<file path="src/rtl/mem_port_arbiter.sv">
// rtl/mem_port_arbiter.sv - arbitrates the memory line port between I-cache fills and D-cache fills/write-backs
//
// Ports:
//   clk, reset            clock; asynchronous active-high reset
//   reqI_mem, reqAddrI_mem                          I-cache line fill request (level) and address
//   reqD_mem, reqD_write, reqAddrD_mem, reqD_wdata  D-cache request (level), 1=write-back, address, line
//   instr_from_mem, read_ready_I                    I fill data and its one-cycle valid pulse
//   data_from_mem, read_ready_D                     D fill data and its one-cycle valid pulse
//   written_data_ack_D                              one-cycle write-back completion pulse
//   mem_req, mem_we, mem_addr, mem_wdata            memory request side, held for a whole transaction
//   mem_rdata, mem_ready                            memory read line and one-cycle completion pulse
//   busy                                            high whenever a transaction is granted or responding
module mem_port_arbiter #(
    parameter int LINE_W = 128,
    parameter int ADDR_W = 20
) (
    input  logic              clk,
    input  logic              reset,
    input  logic              reqI_mem,
    input  logic [ADDR_W-1:0] reqAddrI_mem,
    input  logic              reqD_mem,
    input  logic              reqD_write,
    input  logic [ADDR_W-1:0] reqAddrD_mem,
    input  logic [LINE_W-1:0] reqD_wdata,
    output logic [LINE_W-1:0] instr_from_mem,
    output logic              read_ready_I,
    output logic [LINE_W-1:0] data_from_mem,
    output logic              read_ready_D,
    output logic              written_data_ack_D,
    output logic              mem_req,
    output logic              mem_we,
    output logic [ADDR_W-1:0] mem_addr,
    output logic [LINE_W-1:0] mem_wdata,
    input  logic [LINE_W-1:0] mem_rdata,
    input  logic              mem_ready,
    output logic              busy
);

    typedef enum logic [2:0] {
        IDLE,
        I_RD,
        D_RD,
        D_WR,
        RESP
    } state_t;

    state_t state;
    // 0 = I owned the previous transaction, 1 = D did; a tie goes to the other side.
    logic   last_grant_d;

    always_ff @(posedge clk or posedge reset) begin
        if (reset) begin
            state              <= IDLE;
            last_grant_d       <= 1'b0;
            instr_from_mem     <= '0;
            data_from_mem      <= '0;
            read_ready_I       <= 1'b0;
            read_ready_D       <= 1'b0;
            written_data_ack_D <= 1'b0;
            mem_req            <= 1'b0;
            mem_we             <= 1'b0;
            mem_addr           <= '0;
            mem_wdata          <= '0;
            busy               <= 1'b0;
        end else begin
            // Response pulses are one cycle wide by construction.
            read_ready_I       <= 1'b0;
            read_ready_D       <= 1'b0;
            written_data_ack_D <= 1'b0;

            case (state)
                IDLE: begin
                    // D wins when alone, or on a tie when I had the last grant.
                    if (reqD_mem && (!reqI_mem || !last_grant_d)) begin
                        mem_req  <= 1'b1;
                        busy     <= 1'b1;
                        mem_addr <= reqAddrD_mem;
                        if (reqD_write) begin
                            state     <= D_WR;
                            mem_we    <= 1'b1;
                            mem_wdata <= reqD_wdata;
                        end else begin
                            state <= D_RD;
                        end
                    end else if (reqI_mem) begin
                        state    <= I_RD;
                        mem_req  <= 1'b1;
                        busy     <= 1'b1;
                        mem_addr <= reqAddrI_mem;
                    end
                end

                I_RD, D_RD, D_WR: begin
                    if (mem_ready) begin
                        mem_req <= 1'b0;
                        mem_we  <= 1'b0;
                        state   <= RESP;
                        case (state)
                            I_RD: begin
                                instr_from_mem <= mem_rdata;
                                read_ready_I   <= 1'b1;
                                last_grant_d   <= 1'b0;
                            end
                            D_RD: begin
                                data_from_mem <= mem_rdata;
                                read_ready_D  <= 1'b1;
                                last_grant_d  <= 1'b1;
                            end
                            default: begin
                                written_data_ack_D <= 1'b1;
                                last_grant_d       <= 1'b1;
                            end
                        endcase
                    end
                end

                // Requests are deliberately ignored for one cycle so the owner can drop its level.
                RESP: begin
                    state <= IDLE;
                    busy  <= 1'b0;
                end

                default: begin
                    state <= IDLE;
                    busy  <= 1'b0;
                end
            endcase
        end
    end

endmodule

</file>
<file path="config.mk">
export PLATFORM = sky130hd
export DESIGN_NAME = mem_port_arbiter
export DESIGN_NICKNAME = d
export VERILOG_FILES = /design/src/rtl/mem_port_arbiter.sv
export SDC_FILE = /design/constraint.sdc
export NUM_CORES = 1
export LEC_CHECK = 0
export BUFFER_PORTS_ARGS = -buffer_cell sky130_fd_sc_hd__buf_2
export CORE_AREA = 5 5 274 276
export DETAILED_ROUTE_END_ITERATION = 7
export DIE_AREA = 0 0 279 281
export SYNTH_ARGS = -nofsm -noshare
export SYNTH_HDL_FRONTEND = slang
export SYNTH_SLANG_ARGS = --single-unit
export TNS_END_PERCENT = 10
</file>
<file path="constraint.sdc">
create_clock -name clk -period 22.8 [get_ports clk]
set_input_delay 3.42 -clock clk [delete_from_list [all_inputs] [get_ports clk]]
set_output_delay 3.42 -clock clk [all_outputs]
set_load 0.03 [all_outputs]
</file>
# [Word-level counts from Yosys, hierarchy flattened]
# Index checks and enable logic that the tools add are counted.
[word_totals] regBits=414 input_bits=302 word_cells=63 output_inout_bits=410
[op_classes] n_mux=25 reduce_logical=18 bitwise=1 n_eq_ne=7
[op_table] cell="$mux 20" count=2
[op_table] cell="$mux 1" count=16
[op_table] cell="$reduce_and 3->1" count=4
[op_table] cell="$mux 3" count=3
[op_table] cell="$reduce_and 2->1" count=4
[op_table] cell="$eq 3x2->1 const B" count=2
[op_table] cell="$ne 2x2->1 const B" count=3
[op_table] cell="$pmux 1 s2" count=3
[op_table] cell="$pmux 3 s2" count=1
[op_table] cell="$reduce_and 4->1" count=1
[op_table] cell="$reduce_bool 2->1" count=2
[op_table] cell="$eq 3x1->1 const B" count=1
[op_table] cell="$logic_not 3->1" count=1
[op_table] cell="$ne 3x3->1 const B" count=1
[op_table] cell="$reduce_or 3->1" count=1
[op_table] cell="$logic_not 1->1" count=2
[op_table] cell="$reduce_or 2->1" count=1
[op_table] cell="$logic_and 1x1->1" count=1
[op_table] cell="$logic_or 1x1->1" count=1
[op_table] cell="$not 1->1" count=1

# [Logic depth before layout (Yosys ltp)]
[logic_depth] word_depth=5 mapped_depth=5 mapped_depth_nobuf=3

# [Least setup slack after synthesis]
# No wires, ideal clock.
[synth_timing] path_kind="input to register" startpoint="in mem_ready" endpoint="reg data_from_mem[100]" slack_ns=18.083 setup_time_ns=0.125 path_stages=5 required_time_ns=22.675 t_arrival_ns=4.593 cell_sequence="nor2b_1 and3b_1 clkbuf_1 buf_2 mux2_2"
[synth_via] elab_chain_cells=1
[synth_lines] element="from (decl)" line="35" text="input logic mem_ready,"
[synth_lines] element="$reduce_and 3->1 (no line)"
[synth_lines] element="to (signal assigned)" line="105" text="data_from_mem <= mem_rdata;"
[synth_lines] element="to (decl)" line="27" text="output logic [LINE_W-1:0] data_from_mem,"
# Every way passes these cells.
# A chain may end at the register's enable or synchronous reset.

# [Worst setup path in the final report]
[layout_timing] startpoint="in reqD_mem" endpoint="reg mem_wdata[50]"
[layout_via] elab_chain_cells=2
[layout_lines] element="from (decl)" line="21" text="input logic reqD_mem,"
[layout_lines] element="$logic_and 1x1->1" line="74" text="if (reqD_mem && (!reqI_mem || !last_grant_d)) begin"
[layout_lines] element="$reduce_and 3->1 (no line)"
[layout_lines] element="to (signal assigned)" line="81" text="mem_wdata <= reqD_wdata;"
[layout_lines] element="to (decl)" line="33" text="output logic [LINE_W-1:0] mem_wdata,"
# Every way passes these cells.

==> summary.txt <==
Synthesis
  – Synthesized area per cell: 17.4 um2
  – Synth unique cells: 26
  – Synth Warn #: 0
  – Combinational family with the most area after synthesis: multiplexers
  – XOR/XNOR share of the synthesized area: 0%
  – Synth async-reset ratio: 100%
  – Most frequent cell after synthesis: dfrtp_1
  – Mapped Area: 15,900 um2
  – Top cells by area, synth: dfrtp_1 65%, mux2_2 20%, mux2_4 9.5%
  – Post-Synthesis Cells: 917
  – Most frequent cells after synthesis: 414 x dfrtp_1, 283 x mux2_2, 101 x mux2_4, 24 x buf_2, 21 x or3_1
  – Area leader, netlist: dfrtp_1
  – Synth Area in Adders: 0%
  – Post-Synth Simple-Gate Area: 1.41%
  – Seq/Total Area, Yosys: 65.1%
  – Syn Nets: 1,219
  – Post-synthesis mux area share: 29.6%
  – Post-synth EDFFs: 0
  – Share of the synthesized area in the top cell type: 65.1%
  – Synth Area in Compound Gates: 1.82%
  – Yosys reg bits: 414
  – Post-synth top flop: dfrtp_1

Clock network
  – Clock tree root driver cell: clkbuf_16
  – H-tree Lvls: 2
  – Post CTS Setup Buffer Count: 0
  – CTS sink count: 414
  – CTS Buffer Depth: 3
  – Clock transition at the registers of the reported paths: 0.06 ns
  – TritonCTS clock tree: yes
  – Worst-Skew Late Latency: 0.57 ns
  – Hold_buf cts: 0
  – CTS Buf Count: 47
  – Post-CTS sizing: 0

STA
  – Fmax: 162 MHz
  – Setup TNS: 0 ns
  – Fin crit share: 27.0%
  – # setup viols final: 0
  – Worst Tran Pin Value: 1.11 ns
  – Pins Over Slew Limit: 0
  – Setup Skew: 0.0142 ns
  – Final min period: 6.16 ns
  – Slew headroom: 26.0%
  – Count of final hold-check violations: 0
  – Setup repair after global routing missed its margin: false

Worst setup path
  – WP data arrival: 6.60 ns
  – Setup CP Type: in2reg
  – Crit Path Max Fanout: 59
  – Slowest stage cell, crit path: buf_4
  – Required @ worst endpoint: 23.24 ns
  – Worst reg2reg setup slack: 19.25 ns
  – CP Launch Type: input port
  – Crit-path cells: buf_2 -> a21bo_2 -> or3_4 -> buf_4 -> buf_4 -> mux2_4
  – CP peak stage delay: 0.93 ns
  – Crit path top cell by count: buf_4
  – CP Capture Type: flip-flop

Drt
  – DR vias: 10.5k
  – Post-DR wirelength/cell: 17.8 um
  – DRC violations left: 0
  – Detailed-route wire length: 47,000 um
  – Final ANT Viol Nets: 0
  – Initial DRC count: 317
  – Drt pass-1 iters: 4
  – Via density per instance: 4.00

Die
  – Placeable Area: 72,300 um2
  – Die footprint: 78,400 um2
  – Die Ht: 281 um
  – Die Width: 279 um
  – # IOs: 712
  – # rows: 99
  – Initial Utilization: 22.0%

Place
  – GPL Wtd Cong: 0.865
  – PortBufs: 711
  – Dpl hpwl: 35,200 um

Global route
  – First-pass GRT wire length: 71,200 um
  – Number of global-route vias before repair: 12.0k
  – Initial antenna violation count: 0
  – GR Overflow Total: 0
  – Largest net degree at the start of global routing: 109
  – Gr usage total: 11.3%

Cells and area
  – Layout cells sized above 1: 72.1%
  – Area Overhead vs Synth: 38.5%
  – Nets@finish: 1,941

Power and ir drop
  – Tot Pwr: 3950 uW
  – Static Leak: 0.0108 uW
  – Power density cells: 179 nW/um2
  – Peak VDD IR: 0.111 mV

Min path
  – Min-Delay Path Class: reg2reg

Status
  – Outcome: finished clean

Job
  – Max Cap Viol: 0
==> path summary, 6_finish.rpt <==
| check | start | depth (start not counted) | end |
|---|---|---|---|
| max | reqD_mem | 6 | mem_wdata[50]$_DFFE_PP0P_ |
| min in group asynchronous | reset | 2 | mem_wdata[86]$_DFFE_PP0P_ |
| min reg2reg | mem_req$_DFFE_PP0P_ | 1 | mem_req$_DFFE_PP0P_ |
| max in group asynchronous | reset | 5 | instr_from_mem[94]$_DFFE_PP0P_ |
| min | mem_req$_DFFE_PP0P_ | 1 | mem_req$_DFFE_PP0P_ |
| max reg2reg | state[1]$_DFFE_PP0P_ | 5 | mem_wdata[50]$_DFFE_PP0P_ |
==> layout make-up <==
cell class	instances	area (um2)
diodes	1	2.50
clock buffers	67	1350
clock inverters	16	229
fillers	7280	50300
inverters	4	22.5
multi-input cells	449	5230
flip-flops and latches	414	10400
well taps	959	1200
repair buffers	723	3650
==> registers in the layout (all words and copies together), names as in the netlist, 3 cells and up <==
| name | flops |
|---|---|
| instr_from_mem | 128 |
| state | 3 |
| data_from_mem | 128 |
| mem_wdata | 128 |
| mem_addr | 20 |
==> critical path, delay by kind of cell <==
family,cells,cell delay [ns]
AND/OR/NAND/NOR,1,0.47
AO/OA/AOI/OAI,1,0.42
multiplexers,1,0.36
buffers and inverters,3,1.75
==> placed cells by master (no fill, tap or decap), types with 2 or more instances in the layout <==
cell / count
nor2_1: 4
mux2_2: 283
buf_2: 711
nand2b_1: 2
o21ai_0: 3
a21bo_2: 2
or3_4: 2
clkbuf_16: 48
buf_4: 12
inv_6: 2
clkinvlp_4: 2
clkbuf_1: 11
bufinv_16: 5
inv_1: 3
or3_1: 21
dfrtp_1: 414
mux2_4: 101
clkinv_2: 6
clkbuf_8: 8
o221a_2: 20
==> stage by stage <==
step / utilization [%] / cell area [um2] / hold WS (ns) / setup WS, ns / cells
finish: 30.5 / 22000 / 0.480 / 16.64 / 2633
global route: 30.5 / 22000 / 0.507 / 16.41 / 2632
CTS: 30.5 / 22000 / 0.489 / 16.69 / 2632
detailed placement: 28.3 / 20500 / 0.467 / 16.07 / 2549
global placement: 28.3 / 20500 / 0.466 / 16.17 / 2549
floorplan: - / 15900 / 0.480 / 7.86 / 917
==> layer usage <==
| metal | GRT usage, % | vias to the layer above | share of wire [%] | wire length (um) |
|---|---|---|---|---|
| met5 | 0 | - | 0 | 0 |
| met4 | 3.89 | 0 | 2.9 | 1350 |
| met3 | 3.92 | 79 | 8.9 | 4170 |
| met2 | 20.4 | 446 | 52 | 24300 |
| met1 | 12.5 | 5287 | 37 | 17100 |
| li1 | - | 4722 | - | - |
==> logic make-up after synthesis <==
kind of cell / count (synthesis)
compound gates: 29
buf+inv: 54
flops: 414
simple gates: 36
mux: 384
==> report_power, final <==
group	leakage [uW]	switching, uW	total [uW]	internal [uW]
Combinational	0.00514	1180	1870	691
Sequential	0.00492	203	1310	1110
Clock	0.000772	304	773	469
Total	0.0108	1680	3950	2270
Power figures use the tool's default switching activity.
